## config.mk

```make
export PLATFORM = sky130hd
export DESIGN_NAME = rd_req_queue
export DESIGN_NICKNAME = d
export VERILOG_FILES = /design/src/rtl/rd_req_pkg.sv /design/src/rtl/rr_arbiter.sv /design/src/rtl/rd_req_queue.sv
export SDC_FILE = /design/constraint.sdc
export NUM_CORES = 1
export LEC_CHECK = 0
export CAP_MARGIN = 10
export CORE_MARGIN = 2
export CORE_UTILIZATION = 60
export CTS_CLUSTER_SIZE = 24
export DETAILED_ROUTE_END_ITERATION = 16
export HOLD_SLACK_MARGIN = 0.1
export PLACE_DENSITY = 0.83
export SKIP_LAST_GASP = 1
export SYNTH_ARGS = -nofsm -noshare
export SYNTH_HDL_FRONTEND = slang
export SYNTH_SLANG_ARGS = --single-unit
```

## constraint.sdc

```tcl
create_clock -name aclk -period 6.4 [get_ports aclk]
set_input_delay 1.28 -clock aclk [delete_from_list [all_inputs] [get_ports aclk]]
set_output_delay 1.28 -clock aclk [all_outputs]
set_load 0.05 [all_outputs]
```

## src/rtl/rd_req_pkg.sv

```systemverilog
// Shared constants and helpers for the read-request queue.
// Defaults here seed the rd_req_queue parameters.
package rd_req_pkg;

  localparam int DEF_AWIDTH     = 32;
  localparam int DEF_MASTER_NUM = 2;
  localparam int DEF_DEPTH      = 8;
  localparam int MAX_MASTERS    = 16;

  function automatic logic [MAX_MASTERS-1:0] onehot(
    input logic [3:0] idx
  );
    logic [MAX_MASTERS-1:0] v;
    v      = '0;
    v[idx] = 1'b1;
    return v;
  endfunction

endpackage

```

## src/rtl/rr_arbiter.sv

```systemverilog
// Round-robin arbiter: first requester at or after ptr wins.
// ptr moves just past the winner; it holds when nothing is granted.
module rr_arbiter #(
  parameter int N = 2
) (
  input  logic         clk,
  input  logic         rst,
  input  logic [N-1:0] req,
  input  logic         advance,
  output logic [N-1:0] gnt
);

  localparam int PW = (N > 1) ? $clog2(N) : 1;

  logic [PW-1:0] ptr;
  logic [PW-1:0] ptr_nxt;
  logic [PW:0]   sum;
  logic [PW-1:0] idx;
  logic          found;

  always_comb begin
    gnt     = '0;
    ptr_nxt = ptr;
    sum     = '0;
    idx     = '0;
    found   = 1'b0;
    for (int k = 0; k < N; k++) begin
      sum = {1'b0, ptr} + (PW+1)'(k);
      if (sum >= (PW+1)'(N))
        sum = sum - (PW+1)'(N);
      idx = sum[PW-1:0];
      if (advance && !found && req[idx]) begin
        found    = 1'b1;
        gnt[idx] = 1'b1;
        ptr_nxt  = (idx == PW'(N-1)) ? '0 : idx + 1'b1;
      end
    end
  end

  always_ff @(posedge clk or posedge rst) begin
    if (rst)
      ptr <= '0;
    else
      ptr <= ptr_nxt;
  end

endmodule

```

## src/rtl/rd_req_queue.sv

```systemverilog
// Multi-source read-request queue: round-robin push, FWFT pop.
// Each entry carries the address and the one-hot source tag.
module rd_req_queue
  import rd_req_pkg::*;
#(
  parameter int AWIDTH     = DEF_AWIDTH,
  parameter int MASTER_NUM = DEF_MASTER_NUM,
  parameter int DEPTH      = DEF_DEPTH,
  parameter int AFULL_LVL  = DEPTH - 2
) (
  input  logic                         aclk,
  input  logic                         areset,
  input  logic [MASTER_NUM-1:0]        s_req,
  input  logic [MASTER_NUM*AWIDTH-1:0] s_addr,
  output logic [MASTER_NUM-1:0]        s_gnt,
  output logic                         m_req,
  output logic [AWIDTH-1:0]            m_addr,
  output logic [MASTER_NUM-1:0]        m_wren,
  input  logic                         m_rd_en,
  output logic                         fifo_full,
  output logic                         fifo_afull,
  output logic [$clog2(DEPTH):0]       count,
  output logic                         underflow_err
);

  localparam int AW = $clog2(DEPTH);
  localparam int CW = AW + 1;
  localparam int IW = $clog2(MASTER_NUM);

  logic [AWIDTH-1:0]     mem_addr [DEPTH];
  logic [MASTER_NUM-1:0] mem_src  [DEPTH];

  logic [AW-1:0]         wr_ptr;
  logic [AW-1:0]         rd_ptr;
  logic [CW-1:0]         count_nxt;
  logic                  push;
  logic                  pop;
  logic                  advance;
  logic [IW-1:0]         win_idx;
  logic [AWIDTH-1:0]     win_addr;
  logic [MASTER_NUM-1:0] win_oh;

  // Reset must silence grants even though it is asynchronous.
  assign advance = ~fifo_full & ~areset;

  rr_arbiter #(
    .N(MASTER_NUM)
  ) u_arb (
    .clk    (aclk),
    .rst    (areset),
    .req    (s_req),
    .advance(advance),
    .gnt    (s_gnt)
  );

  always_comb begin
    win_idx  = '0;
    win_addr = '0;
    for (int i = 0; i < MASTER_NUM; i++) begin
      if (s_gnt[i]) begin
        win_idx  = IW'(i);
        win_addr = s_addr[i*AWIDTH +: AWIDTH];
      end
    end
    win_oh = MASTER_NUM'(onehot(4'(win_idx)));
  end

  assign m_req  = (count != '0);
  assign push   = |s_gnt;
  assign pop    = m_rd_en & m_req;
  assign m_addr = m_req ? mem_addr[rd_ptr] : '0;
  assign m_wren = m_req ? mem_src[rd_ptr]  : '0;

  always_comb begin
    count_nxt = count;
    unique case ({push, pop})
      2'b10:   count_nxt = count + 1'b1;
      2'b01:   count_nxt = count - 1'b1;
      default: count_nxt = count;
    endcase
  end

  always_ff @(posedge aclk) begin
    if (push) begin
      mem_addr[wr_ptr] <= win_addr;
      mem_src[wr_ptr]  <= win_oh;
    end
  end

  always_ff @(posedge aclk or posedge areset) begin
    if (areset) begin
      wr_ptr        <= '0;
      rd_ptr        <= '0;
      count         <= '0;
      fifo_full     <= 1'b0;
      fifo_afull    <= 1'b0;
      underflow_err <= 1'b0;
    end else begin
      if (push)
        wr_ptr <= wr_ptr + 1'b1;
      if (pop)
        rd_ptr <= rd_ptr + 1'b1;
      count      <= count_nxt;
      fifo_full  <= (count_nxt == CW'(DEPTH));
      fifo_afull <= (count_nxt >= CW'(AFULL_LVL));
      if (m_rd_en && !m_req)
        underflow_err <= 1'b1;
    end
  end

endmodule

```

# ---- After elaboration in Yosys (flattened, before gate mapping)
# Memories as Yosys holds them, arrays and structs flattened.
# Cells that the tools add are included.
# Widths: inputs -> output; s select.
dict set report totals {
  ff_bits 14
  ramBits 272
  elab_cells 74
  n_memories 2
}
# name words word_bits rd rd_clocked_by_memory_dff write_ports line_no
set mem_list {}
lappend mem_list {mem_addr 8 32 1 0 1 rd_req_queue.sv:30} ;# logic [AWIDTH-1:0] mem_addr [DEPTH];
lappend mem_list {mem_src 8 2 1 0 1 rd_req_queue.sv:31} ;# logic [MASTER_NUM-1:0] mem_src [DEPTH];
dict set report op_classes {
  add_sub_neg 9
  order_cmp 9
  n_eq_ne 3
  mux 27
  bitwise 5
  n_reduce_logical 12
}
# cell n
set op_table {}
lappend op_table {{$mux 32} 3}
lappend op_table {{$mux 1} 17}
lappend op_table {{$pmux 4 s2} 1}
lappend op_table {{$logic_and 1x1->1} 7}
lappend op_table {{$add 3x1->3 const B} 2}
lappend op_table {{$mux 2} 3}
lappend op_table {{$lt 1x5->1 const B} 1}
lappend op_table {{$add 4x1->4 const B} 1}
lappend op_table {{$eq 4x4->1 const B} 1}
lappend op_table {{$ge 4x3->1 const B} 1}
lappend op_table {{$lt 1x2->1 const B} 2}
lappend op_table {{$reduce_bool 4->1} 1}
lappend op_table {{$sub 4x1->4 const B} 1}
lappend op_table {{$demux 1 s1} 3}
lappend op_table {{$ge 1x1->1 const B} 3}
lappend op_table {{$add 1x1->1 const B} 2}
lappend op_table {{$add 1x1->2 const B} 1}
lappend op_table {{$and 1x1->1} 2}
lappend op_table {{$eq 2x1->1 const B} 1}
lappend op_table {{$eq 2x2->1 const B} 1}
lappend op_table {{$ge 1x2->1 const B} 1}
lappend op_table {{$ge 2x2->1 const B} 1}
lappend op_table {{$logic_not 1->1} 2}
lappend op_table {{$not 1->1} 2}
lappend op_table {{4 further kinds} 5}

# ---- Longest topological paths before layout
# Gate-level depths: netlist of run 1.
dict set report depth {
  ltp_word 15
  ltp_mapped 13
  ltp_nobuf 11
}

# ---- Modules after synthesis
# A second synthesis of run 1 with hierarchy kept.
dict set report hier_totals {
  hier_cells 552
  hier_area_um2 11400.9
}
# module n_inst cells_each area_each_um2
set modules_own_cells {}
lappend modules_own_cells {rd_req_queue 1 543 11335.9}
lappend modules_own_cells {rr_arbiter 1 9 65.1}

# ---- Worst setup path before layout of run 1
# Ideal clock, no wire load.
dict set report synth_path {
  path_type {input to register}
  startpoint {in areset}
  endpoint {mem mem_addr[0][0] (netlist bit) (enable)}
  setup_ns 0.467
  arrival_ns 4.175
  setup_slack_ns 1.758
  path_stages 4
  cell_sequence {nor2_1 -> o21a_1 -> nand2b_1 -> nor3_1}
}
dict set report synth_via {
  elab_chain_cells 11
}
# element line_no
set synth_lines {}
lappend synth_lines {{start: declaration} rd_req_queue.sv:12} ;# input logic areset,
lappend synth_lines {{$not 1->1 *} rd_req_queue.sv:44} ;# assign advance = ~fifo_full & ~areset;
lappend synth_lines {{$and 1x1->1 *} rd_req_queue.sv:44}
lappend synth_lines {{$logic_and 1x1->1} rr_arbiter.sv:32} ;# if (advance && !found && req[idx]) begin
lappend synth_lines {{$mux 1} rr_arbiter.sv:32}
lappend synth_lines {{$logic_not 1->1} rr_arbiter.sv:32}
lappend synth_lines {{$logic_and 1x1->1 (2 in a row)} rr_arbiter.sv:32}
lappend synth_lines {{$mux 2 *} rr_arbiter.sv:32}
lappend synth_lines {{$reduce_or 2->1 *} rd_req_queue.sv:69} ;# assign push = |s_gnt;
lappend synth_lines {{$mux 1 *} rd_req_queue.sv:84} ;# if (push) begin
lappend synth_lines {{$mux 1 (implied by the code) *} rd_req_queue.sv:85} ;# mem_addr[wr_ptr] <= win_addr;
lappend synth_lines {{end: declaration} rd_req_queue.sv:30}
# Every way passes the cells marked *; elsewhere a longest branch is shown, timed or not.

# ---- Worst setup path after layout of run 1
dict set report layout_path {
  startpoint {reg rd_ptr[0]}
  endpoint {out m_addr[22]}
}
dict set report layout_via {
  elab_chain_cells 2
}
# element line_no
set layout_lines {}
lappend layout_lines {{start: declaration} rd_req_queue.sv:34} ;# logic [AW-1:0] rd_ptr;
lappend layout_lines {{start signal: assignment} rd_req_queue.sv:102} ;# rd_ptr <= rd_ptr + 1'b1;
lappend layout_lines {{$mem_v2 8x32} -}
lappend layout_lines {{$mux 32} rd_req_queue.sv:71} ;# assign m_addr = m_req ? mem_addr[rd_ptr] : '0;
lappend layout_lines {{end: declaration} rd_req_queue.sv:17} ;# output logic [AWIDTH-1:0] m_addr,
# No other way between the ends.

==> flow_summary.toml, run 1 <==
[run_status]
status = "finished clean"

[timing]
setup_viol = 0
rsz0062_at_grt = "false"
slew_viol_final = 0
fin_tns_setup_ps = 0
hold_viol = 0
holdWs_ps = 461
post-route-period-util = 0.765
tightestPinTransition_ps = 1030
maxSlewHeadroom = 0.313
post-route-min-period_ps = 4890
fin_worst_skew_ps = 15.3
max_freq_mhz = 204

[cts]
htree_num_levels = 1
clk_pin_slew_ps = 60
cts_hold_buf = 0
cts_resized = 0
clockRootBuffer = "clkbuf_16"
cts_buffer_depth = 3
numCtsBuffers = 28
cts.sinks = 286
postCtsSetupBuffers = 0
clk_latency_ps = 530
cts_tree = "done"

[synthesis]
synth_flop_cell = "edfxtp_1"
async_flop_share = 0.0490
syn_nets = 631
netlist_area_sq_um = 11400
ys_seq_elements = 286
synth_edf_count = 272
syn_inst = 557
synth.avg_cell_area_sq_um = 20.5
yosysUniqueCellTypes = 35
ys_warn_count = 0
yosysSeqAreaShare = 0.746

[placed_design]
portBuffers = 112
dp_cells = 885
place_area_sq_um = 12900
routabilityCongestion = 0.789
place_hpwl_microns = 13100

[final_layout]
final_cells = 937
antenna_cells = 0
final_area_sq_um = 13800
fillers = 1037
regArea_sq_um = 8530
area_growth_pct = 21.3
nets = 755
drive_gt1_frac = 0.215
multi_input_area_sq_um = 2780

[grt]
grt_max_degree = 71
grt.overflow.total = 0
grt_pass1_wl_microns = 35500
antenna_found_initial = 0
first_global_vias = 6052
grt_usage = 0.239

[route]
drt_iter0_markers = 378
antenna_left = 0
drc_errors = 0
vias_per_cell = 6.23
dr.pass1.iters = 5
num_vias = 5833
wl_per_cell_microns = 25.2
wirelength_microns = 23700

[pwr]
p_leak_nw = 4.72
finalPower_mw = 7.10
power.density_nw_per_um2 = 513
ir_drop_uv = 411

[floorplanning]
start_util = 0.610
chipHeight_microns = 142
die_width_microns = 142
dieArea_sq_um = 20100
ios = 113
row_count = 50
placeableCoreArea_sq_um = 18700

[setup_path]
slowest_stage = "dfrtp_4"
slowest_delay_ps = 1110
crit_path_start_kind = "flop"
arrival_ps = 3610
path_class = "reg -> out"
crit_required_ps = 5120
crit_fanout = 51
cp.buffers_inverters = 2
crit_path_end_kind = "output pin"
crit_family = "buffers and inverters"
cp_cell_sequence = "buf_4, mux4_2, mux2i_1, nor2_1, clkdlybuf4s50_1"

[hold_path]
hold_path.class = "reg -> reg"

[job]
cap_violations = 0
==> report_power, final <==
part,leakage [nW],internal [mW],switching (mW)
sequential,2.67,2.39,0.336
combinational,1.56,1.10,1.59
clock,0.491,1.02,0.670
==> layout by cell type (no fill, tap or decap), drive strengths merged, types with 2 or more instances in the layout <==
master and instances:
clkinv 11, mux4 68, xnor2 3, a21oi 4, bufinv 3, nor2 44
dfrtp 14, mux2i 36, nand2b 4, xor2 3, a22o 32, nor3 3
clkdlybuf4s50 112, a21o 2, ha 5, edfxtp 272, nand2 12, clkbuf 35
buf 16, inv 9
==> routing by layer <==
layer	routed length, microns	up-vias	part of all wire	track usage
met2	12200	240	0.51	0.413
met3	1520	41	0.064	0.0326
met1	9450	3019	0.40	0.329
met5	0	-	0	0
li1	-	2533	-	-
met4	521	0	0.022	0.0674
==> cell families after synthesis <==
group / share of synthesized area
flops: 0.746
simple gates: 0.0270
compound gates: 0.0325
buf+inv: 0.0173
mux: 0.167
xor+xnor: 0.00460
fa+ha+maj: 0.00548
==> final cells by class <==
cell class / instances / share of cell area
well taps: 234 / 0.0211
multi-input cells: 230 / 0.201
repair buffers: 128 / 0.0896
flip-flops and latches: 286 / 0.616
clock inverters: 17 / 0.0124
inverters: 7 / 0.00190
clock buffers: 35 / 0.0584
==> cells in the mapped netlist, types with 2 or more instances <==
cell type	n	area, sq um
a21oi_1	4	20.0
ha_1	5	62.6
buf_1	3	11.3
buf_6	2	22.5
nand2_1	12	45.0
xnor2_1	3	26.3
mux2i_1	36	360
edfxtp_1	272	8170
dfrtp_1	14	350
nor2_1	44	165
buf_4	3	22.5
nand2b_1	4	25.0
clkbuf_1	12	45.0
xor2_1	3	26.3
nor3_1	3	15.0
a22o_1	32	280
a21o_1	2	15.0
buf_2	14	70.1
inv_1	6	22.5
mux4_2	68	1530
==> registers in the layout (all words and copies together), names as in the netlist <==
register       cells
rd_ptr             3
fifo_afull         1
wr_ptr             3
count              4
mem_addr         256
underflow_err      1
mem_src           16
u_arb.ptr          1
fifo_full          1
==> worst paths after layout <==
kind	endpoint	from	slack, ps	cells after the start
hold / removal	underflow_err	underflow_err	460	1
max in group asynchronous	rd_ptr[1]	areset	4810	2
setup / recovery	m_addr[22]	rd_ptr[0]	1510	5
hold reg to reg	underflow_err	underflow_err	460	1
setup reg to reg	fifo_full	count[0]	3180	11
min in group asynchronous	count[2]	areset	1150	2
==> stage by stage <==
step / setup WS [ps] / util
2_1_floorplan: 1760 / -
3_3_place_gp: 2010 / 0.688
3_5_place_dp: 1990 / 0.688
4_1_cts: 1400 / 0.740
5_1_grt: 1210 / 0.740
6_report: 1510 / 0.740
(Power assumes the default switching activity.)
==> inputs of run 2 (changes only) <==
--- a/config.mk
+++ b/config.mk
@@ -7,11 +7,11 @@
 export LEC_CHECK = 0
 export CAP_MARGIN = 10
 export CORE_MARGIN = 2
-export CORE_UTILIZATION = 60
+export CORE_UTILIZATION = 57
 export CTS_CLUSTER_SIZE = 24
 export DETAILED_ROUTE_END_ITERATION = 16
 export HOLD_SLACK_MARGIN = 0.1
-export PLACE_DENSITY = 0.83
+export PLACE_DENSITY = 0.8
 export SKIP_LAST_GASP = 1
 export SYNTH_ARGS = -nofsm -noshare
 export SYNTH_HDL_FRONTEND = slang
==> constraint.sdc (replaced) <==
create_clock -name aclk -period 4.73 [get_ports aclk]
set_input_delay 0.946 -clock aclk [delete_from_list [all_inputs] [get_ports aclk]]
set_output_delay 0.946 -clock aclk [all_outputs]
set_load 0.05 [all_outputs]
==> run 2 against run 1 <==
Final cell count grew 3.8%. Core utilization shrank 2.9 points. Register-to-register slack got worse by 1700 ps. Combinational power up 42%. Critical endpoint is now m_addr[25]. Largest cell class unchanged.
==> flow_summary.toml, run 2 (synthesis results as in run 1) <==
[run_status]
status = "finished clean"

[grt]
grt.overflow.total = 0
antenna_found_initial = 0
grt_usage = 0.221
grt_max_degree = 55
grt_pass1_wl_microns = 35500
first_global_vias = 6085

[pwr]
ir_drop_uv = 537
combPwrFrac = 0.393
internal_power_mw = 6.22
power_switching_mw = 3.48
power_frac_clock = 0.243
swShare = 0.359
p_leak_nw = 4.74
power.density_nw_per_um2 = 696
seqPwrFrac = 0.365

[final_layout]
antenna_cells = 0
largest_register = "mem_addr"
layout_commonest_cell = "edfxtp_1"
final_area_sq_um = 13900
drive_gt1_frac = 0.208
fillers = 1197
final_cell_mix = "edfxtp_1 (272), clkdlybuf4s50_1 (112), mux4_2 (68), nor2_1 (38), mux2i_1 (36)"
nets = 760
area_growth_pct = 22.1
largest_reg_flops = 256
reg_top3 = "mem_addr (256), mem_src (16), count (4)"

[placed_design]
place_area_sq_um = 12900
place_hpwl_microns = 12400
routabilityCongestion = 0.733
portBuffers = 112

[setup_path]
path_class = "reg -> out"
arrival_ps = 3190
reg2reg_to = "fifo_full"
r2r_cells = 12
crit_start = "rd_ptr[0]"
crit_path_end_kind = "output pin"
worstSetupEndpoint = "m_addr[25]"
crit_fanout = 23
crit_path_start_kind = "flop"
r2r_slack_ps = 1500
crit_required_ps = 3780
r2r-start = "count[1]"

[cts]
clk_latency_ps = 520
cts_tree = "done"
clockRootBuffer = "clkbuf_16"
cts.sinks = 286
numCtsBuffers = 29
htree_num_levels = 1
clk_pin_slew_ps = 60
cts_buffer_depth = 3
cts_hold_buf = 0
cts_resized = 0
postCtsSetupBuffers = 0

[timing]
rsz0062_at_grt = "false"
hold_viol = 0
fin_tns_setup_ps = 0
post-route-min-period_ps = 4130
setup_viol = 0
tightestPinTransition_ps = 827
fin_worst_skew_ps = 7.57
post-route-period-util = 0.874
slew_viol_final = 0
maxSlewHeadroom = 0.449
max_freq_mhz = 242

[floorplanning]
chipHeight_microns = 146
placeableCoreArea_sq_um = 19600
ios = 113
row_count = 51
dieArea_sq_um = 21200
start_util = 0.583
die_width_microns = 146

[route]
wirelength_microns = 23100
dr.pass1.iters = 5
wl_per_cell_microns = 23.8
drc_errors = 0
antenna_left = 0
drt_iter0_markers = 441
num_vias = 5796
vias_per_cell = 5.96

[job]
cap_violations = 0

[hold_path]
hold_path.class = "reg -> reg"
==> run 2: changes by cell type in the layout (fill, tap and decap cells not counted), sizes merged <==
cell      delta
buf          +4
clkbuf       +5
clkinv       -4
bufinv       +3
inv          -2
clkinvlp     -1
==> run 2: power groups by stage <==
| stage | sequential (mW) | combinational (mW) | clock [mW] |
|---|---|---|---|
| 6_report | 3.54 | 3.81 | 2.35 |
| 5_1_grt | 3.58 | 4.01 | 2.48 |
| 4_1_cts | 3.54 | 3.84 | 2.39 |
| 3_5_place_dp | 3.59 | 3.81 | 0 |
| 3_3_place_gp | 3.55 | 3.76 | 0 |
| 2_1_floorplan | 3.47 | 2.73 | 0 |
==> run 2: critical path: stages, from the launching register on <==
cell	delay, ps
dfrtp_4	730
buf_4	340
mux4_2	530
mux2i_1	210
nor2_1	100
clkdlybuf4s50_1	740
==> run 2: worst min path at each step <==
| stage | from | endpoint | slack [ps] | cells past startpoint |
|---|---|---|---|---|
| global placement | underflow_err | underflow_err | 440 | 1 |
| floorplan | u_arb.ptr | u_arb.ptr | 480 | 1 |
| detailed placement | underflow_err | underflow_err | 440 | 1 |
| finish | underflow_err | underflow_err | 450 | 1 |
| CTS | underflow_err | underflow_err | 460 | 1 |
| global route | underflow_err | underflow_err | 470 | 1 |
==> run 2: cell type report <==
type | count | area [sq um] | share of cell area
Clock buffer | 40 | 777 | 0.0557
Clock inverter | 13 | 214 | 0.0154
Inverter | 7 | 26.3 | 0.00189
Timing Repair Buffer | 132 | 1280 | 0.0921
Multi-Input combinational cell | 230 | 2780 | 0.199
Tap cell | 265 | 332 | 0.0238
Sequential cell | 286 | 8530 | 0.612
==> run 2: stage by stage <==
step	utilization	power [mW]	worst slack, ps	hold WS (ps)	std cells
floorplan	-	6.20	422	480	557
global placement	0.661	7.31	974	442	920
detailed placement	0.661	7.40	946	444	920
CTS	0.712	9.77	538	456	973
global route	0.712	10.1	369	468	973
finish	0.712	9.70	596	453	973
==> run 2: layer usage <==
metal	global-route usage	vias to the layer above	share of wire
li1	-	2541	-
met5	0	-	0
met4	0.0500	0	0.016
met2	0.390	250	0.52
met3	0.0348	35	0.069
met1	0.294	2970	0.40
==> inputs of run 3 (changes only) <==
--- a/config.mk
+++ b/config.mk
@@ -7,11 +7,12 @@
 export LEC_CHECK = 0
 export CAP_MARGIN = 10
 export CORE_MARGIN = 2
-export CORE_UTILIZATION = 57
+export CORE_UTILIZATION = 60
 export CTS_CLUSTER_SIZE = 24
 export DETAILED_ROUTE_END_ITERATION = 16
+export DONT_BUFFER_PORTS = 1
 export HOLD_SLACK_MARGIN = 0.1
-export PLACE_DENSITY = 0.8
+export PLACE_DENSITY = 0.76
 export SKIP_LAST_GASP = 1
 export SYNTH_ARGS = -nofsm -noshare
 export SYNTH_HDL_FRONTEND = slang
==> constraint.sdc (replaced) <==
create_clock -name aclk -period 4 [get_ports aclk]
set_input_delay 0.8 -clock aclk [delete_from_list [all_inputs] [get_ports aclk]]
set_output_delay 0.8 -clock aclk [all_outputs]
set_load 0.05 [all_outputs]
==> run 3 against run 2 <==
Final cell count fell by 11%. Register-to-register slack worse by 610 ps. Flip-flop and latch count did not move. Combinational power rose by 7.9%. Largest power group is now registers. Highest routed layer unchanged. Non-clock buffer count down 76. Critical path type unchanged. Sequential share of layout area rose by 4.3 points.
==> flow_summary.toml, run 3 (synthesis results as in run 1) <==
[grt]
first_global_vias = 5828
grt_pass1_wl_microns = 34400
grt_max_degree = 47
grt_util_met2 = 0.381
grt.overflow.total = 0
antenna_found_initial = 0
grt-busiest-layer = "met2"
grt_usage = 0.231
use_met1 = 0.331
grtUsageMet3 = 0.0407

[placed_design]
dp_slack_ps = 890
portBuffers = 0
place_hpwl_microns = 13100
place_area_sq_um = 12100
routabilityCongestion = 0.774

[route]
antenna_left = 0
drc_errors = 0
vias_per_cell = 6.39
dr.pass1.iters = 4
wirelength_microns = 22700
num_vias = 5521
drt_iter0_markers = 566
wl_per_cell_microns = 26.2

[timing]
max_freq_mhz = 285
maxSlewHeadroom = 0.377
tightestPinTransition_ps = 933
hold_viol = 0
post-route-period-util = 0.876
worst_slack_ps = 497
fin_worst_skew_ps = 15.9
setup_viol = 0
slew_viol_final = 0
fin_tns_setup_ps = 0
post-route-min-period_ps = 3500
rsz0062_at_grt = "false"

[final_layout]
drive_gt1_frac = 0.290
utilization = 0.697
reg_top3 = "mem_addr (256), mem_src (16), count (4)"
final_area_sq_um = 13000
area_growth_pct = 14.1
layout_commonest_cell = "edfxtp_1"
nets = 683
largest_reg_flops = 256
largest_register = "mem_addr"
final_cell_mix = "edfxtp_1 (272), mux4_2 (68), buf_4 (49), nor2_1 (38), mux2i_1 (36)"
antenna_cells = 0

[setup_path]
crit_path_end_kind = "output pin"
r2r_slack_ps = 890
crit_path_start_kind = "flop"
worstSetupEndpoint = "m_addr[1]"
r2r-start = "count[1]"
path_class = "reg -> out"
crit_required_ps = 3200
crit_fanout = 27
crit_start = "rd_ptr[0]"
arrival_ps = 2700
r2r_cells = 11
reg2reg_to = "fifo_full"

[pwr]
p_leak_nw = 4.45
ir_drop_uv = 641
power_frac_clock = 0.229
power_switching_mw = 4.15
swShare = 0.377
combPwrFrac = 0.374
seqPwrFrac = 0.398
finalPower_mw = 11.0
internal_power_mw = 6.86
power.density_nw_per_um2 = 844

[job]
cap_violations = 0

[floorplanning]
start_util = 0.610
placeableCoreArea_sq_um = 18700
die_width_microns = 142
chipHeight_microns = 142
dieArea_sq_um = 20100
row_count = 50
ios = 113

[hold_path]
hold_path.class = "in -> async"

[cts]
clockRootBuffer = "clkbuf_16"
cts.sinks = 286
numCtsBuffers = 28
htree_num_levels = 1
clk_pin_slew_ps = 60
cts_resized = 0
cts_tree = "done"
postCtsSetupBuffers = 0
cts_buffer_depth = 3
clk_latency_ps = 530
cts_hold_buf = 0

[run_status]
status = "finished clean"
[run 3: layout make-up]
| class | instances | area (sq um) |
|---|---|---|
| Inverter | 7 | 26.3 |
| Clock buffer | 33 | 741 |
| Timing Repair Buffer | 56 | 508 |
| Tap cell | 234 | 293 |
| Sequential cell | 286 | 8530 |
| Fill cell | 1121 | 5670 |
| Multi-Input combinational cell | 230 | 2790 |
| Clock inverter | 18 | 145 |
[run 3: per-stage QoR]
stage,hold slack [ps],cells
2_1_floorplan,480,557
3_3_place_gp,509,813
3_5_place_dp,549,813
4_1_cts,188,864
5_1_grt,230,864
6_report,190,864
[run 3: routing by layer]
layer | up-vias | share of wire
met2 | 226 | 0.50
met5 | - | 0
met3 | 36 | 0.066
met4 | 0 | 0.019
li1 | 2387 | -
met1 | 2872 | 0.42
[run 3: how the worst min path moves through the flow]
stage | start | endpoint | slack, ps | cells past startpoint
after floorplan | u_arb.ptr | u_arb.ptr | 480 | 1
after global placement | wr_ptr[0] | wr_ptr[0] | 510 | 2
after detailed placement | wr_ptr[0] | wr_ptr[0] | 550 | 2
after CTS | areset | fifo_full | 190 | 1
after global routing | areset | fifo_full | 230 | 1
final | areset | wr_ptr[0] | 190 | 1
[run 3: critical path, stage by stage (launching register included)]
cell and delay [ps]:
dfrtp_4 810, buf_12 290, mux4_2 530, mux2i_1 240, nor2_1 70, buf_4 210
[run 3: power by group through the flow]
| stage | logic, mW | registers (mW) | clock network, mW |
|---|---|---|---|
| 4_1_cts | 4.15 | 4.38 | 2.55 |
| 3_3_place_gp | 4.05 | 4.41 | 0 |
| 6_report | 4.11 | 4.38 | 2.51 |
| 5_1_grt | 4.35 | 4.43 | 2.65 |
| 2_1_floorplan | 3.23 | 4.11 | 0 |
| 3_5_place_dp | 4.12 | 4.44 | 0 |
